===== config.mk =====
export PLATFORM = sky130hd
export DESIGN_NAME = day1_line_parser_flat
export DESIGN_NICKNAME = d
export VERILOG_FILES = /design/src/rtl/day1_line_parser_if.sv /design/src/rtl/day1_line_parser.sv /design/src/flat_wrapper.sv
export SDC_FILE = /design/constraint.sdc
export NUM_CORES = 1
export LEC_CHECK = 0
export ABC_AREA = 0
export CAP_MARGIN = 20
export CORE_ASPECT_RATIO = 1.1
export CORE_MARGIN = 3
export CORE_UTILIZATION = 35
export DETAILED_ROUTE_END_ITERATION = 10
export SKIP_CTS_REPAIR_TIMING = 1
export SYNTH_ARGS = -nofsm -noshare
export SYNTH_HDL_FRONTEND = slang
export SYNTH_SLANG_ARGS = --single-unit

===== constraint.sdc =====
create_clock -name clk -period 5.04 [get_ports clk]
set_clock_uncertainty 0.1 [all_clocks]
set_input_delay 0.504 -clock clk [delete_from_list [all_inputs] [get_ports clk]]
set_output_delay 0.504 -clock clk [all_outputs]
set_load 0.05 [all_outputs]

===== src/rtl/day1_line_parser_if.sv =====
// Byte-stream input and packet/status output bundle for the Day 1 line parser.
interface day1_line_parser_if #(parameter int P_CNT_W = 16);
  logic               i_byteValid;
  logic [7:0]         i_byte;
  logic               i_last;
  logic               o_dataValid;
  logic [31:0]        o_packet;
  logic               o_overflow;
  logic [P_CNT_W-1:0] o_lineCount;
  logic [P_CNT_W-1:0] o_errCount;
  logic               o_done;

  modport master (
    output i_byteValid, i_byte, i_last,
    input  o_dataValid, o_packet, o_overflow, o_lineCount, o_errCount, o_done
  );

  modport slave (
    input  i_byteValid, i_byte, i_last,
    output o_dataValid, o_packet, o_overflow, o_lineCount, o_errCount, o_done
  );
endinterface


===== src/rtl/day1_line_parser.sv =====
// Parses ASCII "L68"/"R48" lines into {dir, val[30:0]} rotation packets,
// saturating magnitudes and counting good and malformed lines.
module day1_line_parser #(
  parameter int P_CNT_W = 16
) (
  input  logic              clk,
  input  logic              rst,
  day1_line_parser_if.slave bus
);
  localparam logic [1:0] S_IDLE   = 2'd0;
  localparam logic [1:0] S_DIR    = 2'd1;
  localparam logic [1:0] S_DIGITS = 2'd2;
  localparam logic [1:0] S_SKIP   = 2'd3;

  localparam logic [7:0] C_L  = 8'h4C;
  localparam logic [7:0] C_R  = 8'h52;
  localparam logic [7:0] C_NL = 8'h0A;
  localparam logic [7:0] C_CR = 8'h0D;
  localparam logic [7:0] C_SP = 8'h20;
  localparam logic [34:0] C_MAX = 35'h0_7FFF_FFFF;

  logic [1:0]         state_q, state_d;
  logic               dir_q, dir_d;
  logic [30:0]        acc_q, acc_d;
  logic               sat_q, sat_d;
  logic               dv_q;
  logic [31:0]        pkt_q;
  logic               ovf_q;
  logic [P_CNT_W-1:0] line_q, err_q;
  logic               done_q;

  logic        emit, err_inc;
  logic        is_digit, is_nl, is_ws;
  logic [3:0]  digit;
  logic [34:0] mul;

  assign is_digit = (bus.i_byte >= 8'h30) && (bus.i_byte <= 8'h39);
  assign digit    = bus.i_byte[3:0];
  assign is_nl    = (bus.i_byte == C_NL);
  assign is_ws    = (bus.i_byte == C_CR) || (bus.i_byte == C_SP);
  // 35 bits holds 0x7FFFFFFF*10+9 without wrap, so one compare detects overflow.
  assign mul      = ({4'd0, acc_q} * 35'd10) + {31'd0, digit};

  always_comb begin
    state_d = state_q;
    dir_d   = dir_q;
    acc_d   = acc_q;
    sat_d   = sat_q;
    emit    = 1'b0;
    err_inc = 1'b0;
    if (bus.i_byteValid) begin
      case (state_q)
        S_IDLE: begin
          if (bus.i_byte == C_L || bus.i_byte == C_R) begin
            dir_d   = (bus.i_byte == C_R);
            acc_d   = '0;
            sat_d   = 1'b0;
            state_d = S_DIR;
          end else if (!(is_nl || is_ws)) begin
            err_inc = 1'b1;
            state_d = S_SKIP;
          end
        end
        S_DIR: begin
          if (is_digit) begin
            acc_d   = {27'd0, digit};
            state_d = S_DIGITS;
          end else if (is_nl) begin
            err_inc = 1'b1;
            state_d = S_IDLE;
          end else if (!is_ws) begin
            err_inc = 1'b1;
            state_d = S_SKIP;
          end
        end
        S_DIGITS: begin
          if (is_digit) begin
            if (mul > C_MAX) begin
              acc_d = 31'h7FFF_FFFF;
              sat_d = 1'b1;
            end else begin
              acc_d = mul[30:0];
            end
          end else if (is_nl) begin
            emit    = 1'b1;
            state_d = S_IDLE;
          end else if (!is_ws) begin
            err_inc = 1'b1;
            state_d = S_SKIP;
          end
        end
        default: if (is_nl) state_d = S_IDLE;
      endcase
      // End of file acts as an implicit newline applied after the byte itself.
      if (bus.i_last) begin
        if (state_d == S_DIGITS) emit = 1'b1;
        if (state_d == S_DIR)    err_inc = 1'b1;
        state_d = S_IDLE;
      end
    end
  end

  always_ff @(posedge clk) begin
    if (rst) begin
      state_q <= S_IDLE;
      dir_q   <= 1'b0;
      acc_q   <= '0;
      sat_q   <= 1'b0;
      dv_q    <= 1'b0;
      pkt_q   <= '0;
      ovf_q   <= 1'b0;
      line_q  <= '0;
      err_q   <= '0;
      done_q  <= 1'b0;
    end else begin
      state_q <= state_d;
      dir_q   <= dir_d;
      acc_q   <= acc_d;
      sat_q   <= sat_d;
      dv_q    <= emit;
      ovf_q   <= ovf_q | sat_d;
      if (emit) begin
        pkt_q  <= {dir_d, acc_d};
        line_q <= line_q + 1'b1;
      end
      if (err_inc) err_q <= err_q + 1'b1;
      if (bus.i_byteValid && bus.i_last) done_q <= 1'b1;
    end
  end

  assign bus.o_dataValid = dv_q;
  assign bus.o_packet    = pkt_q;
  assign bus.o_overflow  = ovf_q;
  assign bus.o_lineCount = line_q;
  assign bus.o_errCount  = err_q;
  assign bus.o_done      = done_q;
endmodule


===== src/flat_wrapper.sv =====
// flat-port wrapper written by rule: the top's interface ports become plain ports
module day1_line_parser_flat 
#(
  parameter int P_CNT_W = 16
)
  (clk, rst, bus_i_byteValid, bus_i_byte, bus_i_last, bus_o_dataValid, bus_o_packet, bus_o_overflow, bus_o_lineCount, bus_o_errCount, bus_o_done);
  day1_line_parser_if #(.P_CNT_W(P_CNT_W)) bus_i ();
  input  logic clk;
  input  logic rst;
  input wire logic [$bits(bus_i.i_byteValid)-1:0] bus_i_byteValid;
  input wire logic [$bits(bus_i.i_byte)-1:0] bus_i_byte;
  input wire logic [$bits(bus_i.i_last)-1:0] bus_i_last;
  output wire logic [$bits(bus_i.o_dataValid)-1:0] bus_o_dataValid;
  output wire logic [$bits(bus_i.o_packet)-1:0] bus_o_packet;
  output wire logic [$bits(bus_i.o_overflow)-1:0] bus_o_overflow;
  output wire logic [$bits(bus_i.o_lineCount)-1:0] bus_o_lineCount;
  output wire logic [$bits(bus_i.o_errCount)-1:0] bus_o_errCount;
  output wire logic [$bits(bus_i.o_done)-1:0] bus_o_done;
  assign bus_i.i_byteValid = bus_i_byteValid;
  assign bus_i.i_byte = bus_i_byte;
  assign bus_i.i_last = bus_i_last;
  assign bus_o_dataValid = bus_i.o_dataValid;
  assign bus_o_packet = bus_i.o_packet;
  assign bus_o_overflow = bus_i.o_overflow;
  assign bus_o_lineCount = bus_i.o_lineCount;
  assign bus_o_errCount = bus_i.o_errCount;
  assign bus_o_done = bus_i.o_done;
  day1_line_parser #(.P_CNT_W(P_CNT_W)) u_core (.clk(clk), .rst(rst), .bus(bus_i));
endmodule

Word level (Yosys, flattened, before mapping)

Index checks and enable logic that the tools add are counted.

Register bits: 102
Output and inout port bits: 67

Reductions and logical operators: 6
Multiply operators: 1
Multiplexer cells: 41
Bitwise gates (word level): 1
Equality and inequality tests: 9
$lt $le $gt $ge: 3
$add $sub $neg: 3

Operators by type and width:

| operator              | number |
|---|---|
| $mux 31               | 5 |
| $pmux 31 s3           | 1 |
| $add 35x4->35         | 1 |
| $gt 35x31->1 const B  | 1 |
| $mul 31x3->34 const B | 1 |
| $add 16x1->16 const B | 2 |
| $mux 1                | 23 |
| $mux 2                | 9 |
| $eq 8x4->1 const B    | 2 |
| $eq 8x7->1 const B    | 2 |
| $eq 8x6->1 const B    | 1 |
| $ge 8x6->1 const B    | 1 |
| $le 8x6->1 const B    | 1 |
| $pmux 2 s3            | 1 |
| $eq 2x1->1 const B    | 2 |
| $eq 2x2->1 const B    | 2 |
| $logic_or 1x1->1      | 3 |
| $pmux 1 s3            | 1 |
| $logic_and 1x1->1     | 2 |
| $logic_not 2->1       | 1 |
| $pmux 1 s2            | 1 |
| $or 1x1->1            | 1 |

Longest topological paths before layout

Depth after elaboration: 11
Gate-level depth with buffers: 16
Gate-level depth less buffers: 14

Least setup slack after synthesis

No wires, ideal clock.

Path type: flip-flop to flip-flop
Start: register u_core.acc_q[1]
End: register u_core.pkt_q[0] (netlist: u_core.bus.o_packet[0])
Period minus slack after synthesis: 4955 ps
Path slack: 85 ps
Arrival time: 4741 ps
Buffers on the path: 1
Cell stages (with the launch flop): 16
Cells stage by stage: dfxtp_1 > ha_1 > ha_1 > fa_1 > a211oi_4 > o211ai_2 > and3_1 > or4_4 > nor4_4 > nand4_1 > or3_1 > or4b_1 > a22o_1 > buf_6 > o41a_1 > a21o_1

Word-level cells in the longest chain between the ends: 7

RTL lines:

| element                | RTL line                | source |
|---|---|---|
| start, declared        | day1_line_parser.sv:24  | `logic [30:0] acc_q, acc_d;` |
| start signal, assigned | day1_line_parser.sv:107 | `acc_q <= '0;` |
| start signal, assigned | day1_line_parser.sv:118 | `acc_q <= acc_d;` |
| $mul 31x3->34          | day1_line_parser.sv:42  | `assign mul = ({4'd0, acc_q} * 35'd10) + {31'd0, digit};` |
| $add 35x4->35          | day1_line_parser.sv:42  |  |
| $gt 35x31->1           | day1_line_parser.sv:78  | `if (mul > C_MAX) begin` |
| $mux 31                | day1_line_parser.sv:78  |  |
| $mux 31                | day1_line_parser.sv:77  | `if (is_digit) begin` |
| $pmux 31 s3            | day1_line_parser.sv:52  | `case (state_q)` |
| $mux 31                | day1_line_parser.sv:51  | `if (bus.i_byteValid) begin` |
| end signal, assigned   | day1_line_parser.sv:123 | `pkt_q <= {dir_d, acc_d};` |
| end, declared          | day1_line_parser.sv:27  | `logic [31:0] pkt_q;` |

No other way between the ends.
A chain may end at the register's enable or synchronous reset.

Worst setup path after layout

Start: register u_core.acc_q[18]
End: register u_core.pkt_q[25] (netlist: u_core.bus.o_packet[25])

Word-level cells in the longest chain between the ends: 7

RTL lines:

| element         | RTL line |
|---|---|
| $mul 31x3->34 * | day1_line_parser.sv:42 |
| $add 35x4->35 * | day1_line_parser.sv:42 |
| $gt 35x31->1    | day1_line_parser.sv:78 |
| $mux 31 *       | day1_line_parser.sv:78 |
| $mux 31 *       | day1_line_parser.sv:77 |
| $pmux 31 s3 *   | day1_line_parser.sv:52 |
| $mux 31 *       | day1_line_parser.sv:51 |

Mark *: on every way between the ends. The rest lies on a longest branch, timed or not.

==> flow_metrics.tcl <==
set metrics [dict create \
    grt_use_total 0.187 \
    initial_utilization 0.361 \
    critical_path_peak_fanout 8 \
    achievable-frequency_ghz 0.209 \
    dp_slack_ps -19.4 \
    clock_tree.htree_level_count 3 \
    tritoncts "done" \
    floorplan.core_area_mm2 0.0208 \
    die-height_um 160 \
    timing.final.setup_violations 0 \
    post_synth_num_cell_types 74 \
    power.ir.vdd_worst_v 0.000143 \
    worst_slew_margin_relative_to_its_limit 0.285 \
    detailroute.via_count 7575 \
    yosys_warnings 0 \
    setup_ws_ps 254 \
    detail-route-antenna-nets 0 \
    std_cell_rows 55 \
    max_cap_viol_count 0 \
    die_x_um 146 \
    timing_worst_slew_pin_value_ps 1070 \
    timing_worst_setup_path_type "flop to flop" \
    drtIter0Drc 372 \
    via_per_inst 5.53 \
    crit_start_category "flop" \
    status "complete, no violations" \
    synth.yosys.seq_area_share 0.272 \
    grt_start_max_net_pins 76 \
    grt_pass1_wl_um 36600 \
    netlist_instances 978 \
    gr-total-overflow 0 \
    grt_antenna_before_repair 0 \
    syn_to_final_growth_pct 24.5 \
    place_congestion 0.926 \
    mappedNetlistNets 1055 \
    final_cell_area_mm2 0.00934 \
    end_kind "flop" \
    critical-path-top-delay-family "compound AO/OA/AOI/OAI gates" \
    critical_path.slowest_cell "or4b_1" \
    ctsRootBufferMaster "clkbuf_16" \
    finalWorstPathRequiredPeriod_ps 4790 \
    fin_crit_sh 0.950 \
    timing.critical_path.cells "ha_1 -> ha_1 -> o21ai_0 -> o21ai_0 -> mux2_2 -> a31o_2 -> a41oi_1 -> nand4_1 -> or3_4 -> or4b_1 -> a22o_4 -> buf_4 -> a2111oi_0 -> a2111oi_0" \
    hold_viol 0 \
    number_of_nets_at_the_end_of_the_flow 1158 \
    stdcell_count 1371 \
    grt_setup_unrepaired "false" \
    pin_count 79 \
    synth_enable_flop_cells 0 \
    cts.clk_slew.worst_paths_ps 80 \
    cp_data_required_time_ps 5160 \
    synth.ff_latch_count 102 \
    detailed_place_hpwl_um 17300 \
    antenna_cells 0 \
    synth-async-reset-ratio 0 \
    totalNegativeSetupSlack_ps 0 \
    drt_wl_total_um 22600 \
    clock-sinks 102 \
    leakage_nw 3.70 \
    route.detailed.drc 0 \
    placedCellCount 1355 \
    placement.cell_area_mm2 0.00892 \
    die-area_mm2 0.0232 \
    worstPathArrival_ps 4900 \
    cts_inserted_buffers 9 \
    io_buffers 78 \
    worst_hold_path_type "flop to flop" \
    worstSkewPairLatency_ps 350 \
    cellPowerDensity_mw_per_mm2 180 \
    vias_in_the_first_global_route 7098 \
    firstDrtPassIters 5 \
    timing_max_transition_violations_final 0 \
    synth-main-ff-cell "dfxtp_1" \
    clockBufferDepth 2 \
    drt-wirelength-per-cell_um 16.5 \
    final_layout_size_suffix_gt1_frac 0.105 \
    syn-mean-instance-area_um2 7.67 \
    crit_path_max_incr_delay_ps 550 \
    critPathBufInv 1 \
    netlist_area_mm2 0.00750 \
]
## cells in the mapped netlist (7+ instances only)
library cell,n,area share
nor2_1,114,0.057
nand2_1,111,0.056
dfxtp_1,102,0.27
a21oi_1,90,0.060
o21ai_0,72,0.048
ha_1,63,0.11
clkbuf_1,46,0.023
xor2_1,37,0.043
a211oi_1,34,0.034
nand3_1,29,0.019
xnor2_1,29,0.034
nor3_1,23,0.015
nand4_1,18,0.015
a21o_1,13,0.013
and3_1,13,0.011
nor4_1,12,0.010
inv_1,11,0.0055
or3_1,11,0.0092
a221oi_1,8,0.0093
o211ai_1,8,0.0080
a2111oi_0,7,0.0082
and2_1,7,0.0058
## state kept, by name, indices dropped and copies added (netlist names)
register / flops
u_core.bus.o_dataValid: 1
u_core.bus.o_overflow: 1
u_core.sat_q: 1
u_core.bus.o_done: 1
u_core.bus.o_packet: 32
u_core.acc_q: 31
u_core.state_q: 2
u_core.bus.o_errCount: 16
u_core.bus.o_lineCount: 16
u_core.dir_q: 1
## stage by stage
| step | hold slack, ps | utilization | power (mW) |
|---|---|---|---|
| finish | 357 | 0.449 | 1.68 |
| global route | 370 | 0.449 | 1.74 |
| CTS | 358 | 0.445 | 1.70 |
| detailed placement | 347 | 0.429 | 0.948 |
| global placement | 346 | 0.429 | 0.948 |
| floorplan | 352 | - | 0.908 |
## worst register-to-register path, delay by kind of cell, from the launching register on
kind / cells / cell delay, ps
compound gates: 7 / 1630
simple gates: 3 / 1130
fa+ha+maj: 2 / 730
flops: 1 / 510
mux: 1 / 370
buf+inv: 1 / 170
## layout by cell type, fill, tap and decap left out, types with 6 or more instances in the layout
cell type	instances
ha_1	62
xor2_1	37
clkdlybuf4s50_1	77
a221oi_1	8
buf_4	65
a21o_1	13
and2_1	7
and4_1	6
or3_1	10
dfxtp_1	102
o211ai_1	8
o21a_1	6
nand2_1	111
o21ai_0	68
nand3_1	29
a211oi_1	31
clkbuf_16	9
nor2_1	114
o21ai_1	8
xnor2_1	29
and3_1	12
nand4_1	18
nor3b_1	6
a21oi_1	89
nor3_1	23
nor4_1	10
inv_1	11
## worst paths after layout
| path | start | endpoint | slack (ps) | cells past startpoint |
|---|---|---|---|---|
| setup / recovery | u_core.acc_q[18]$_SDFF_PP0_ | u_core.bus.o_packet[25]$_SDFFE_PP0P_ | 250 | 14 |
| hold / removal | u_core.bus.o_packet[13]$_SDFFE_PP0P_ | u_core.bus.o_packet[13]$_SDFFE_PP0P_ | 360 | 2 |
| setup reg to reg | u_core.acc_q[18]$_SDFF_PP0_ | u_core.bus.o_packet[25]$_SDFFE_PP0P_ | 250 | 14 |
| hold reg to reg | u_core.bus.o_packet[13]$_SDFFE_PP0P_ | u_core.bus.o_packet[13]$_SDFFE_PP0P_ | 360 | 2 |
## layout make-up
type,count,area [um2]
clock inverter,7,95.1
tap,285,357
clock buffer,9,225
timing repair buffer,143,1260
multi-input combinational,814,5320
inverter,11,41.3
fill,2134,11400
sequential,102,2040
## report_power, final
group          total [mW]  internal, mW  switching, mW
combinational       0.115        0.0389         0.0762
sequential          0.816         0.810        0.00573
clock               0.752         0.402          0.351
total                1.68          1.25          0.433
## cell families after synthesis
family / count (synthesis) / share of synthesized area
simple gates: 385 / 0.249
compound gates: 291 / 0.249
flops: 102 / 0.272
xor+xnor: 66 / 0.0771
fa+ha+maj: 66 / 0.112
buf+inv: 62 / 0.0325
mux: 6 / 0.00817
## metal layers
layer,global-route usage,wire (um),part of all wire
met2,0.320,10700,0.47
met1,0.252,10500,0.47
met4,0.0415,406,0.018
met5,0,0,0
met3,0.0250,989,0.044
Note: power is estimated with default switching activity, not from simulation.
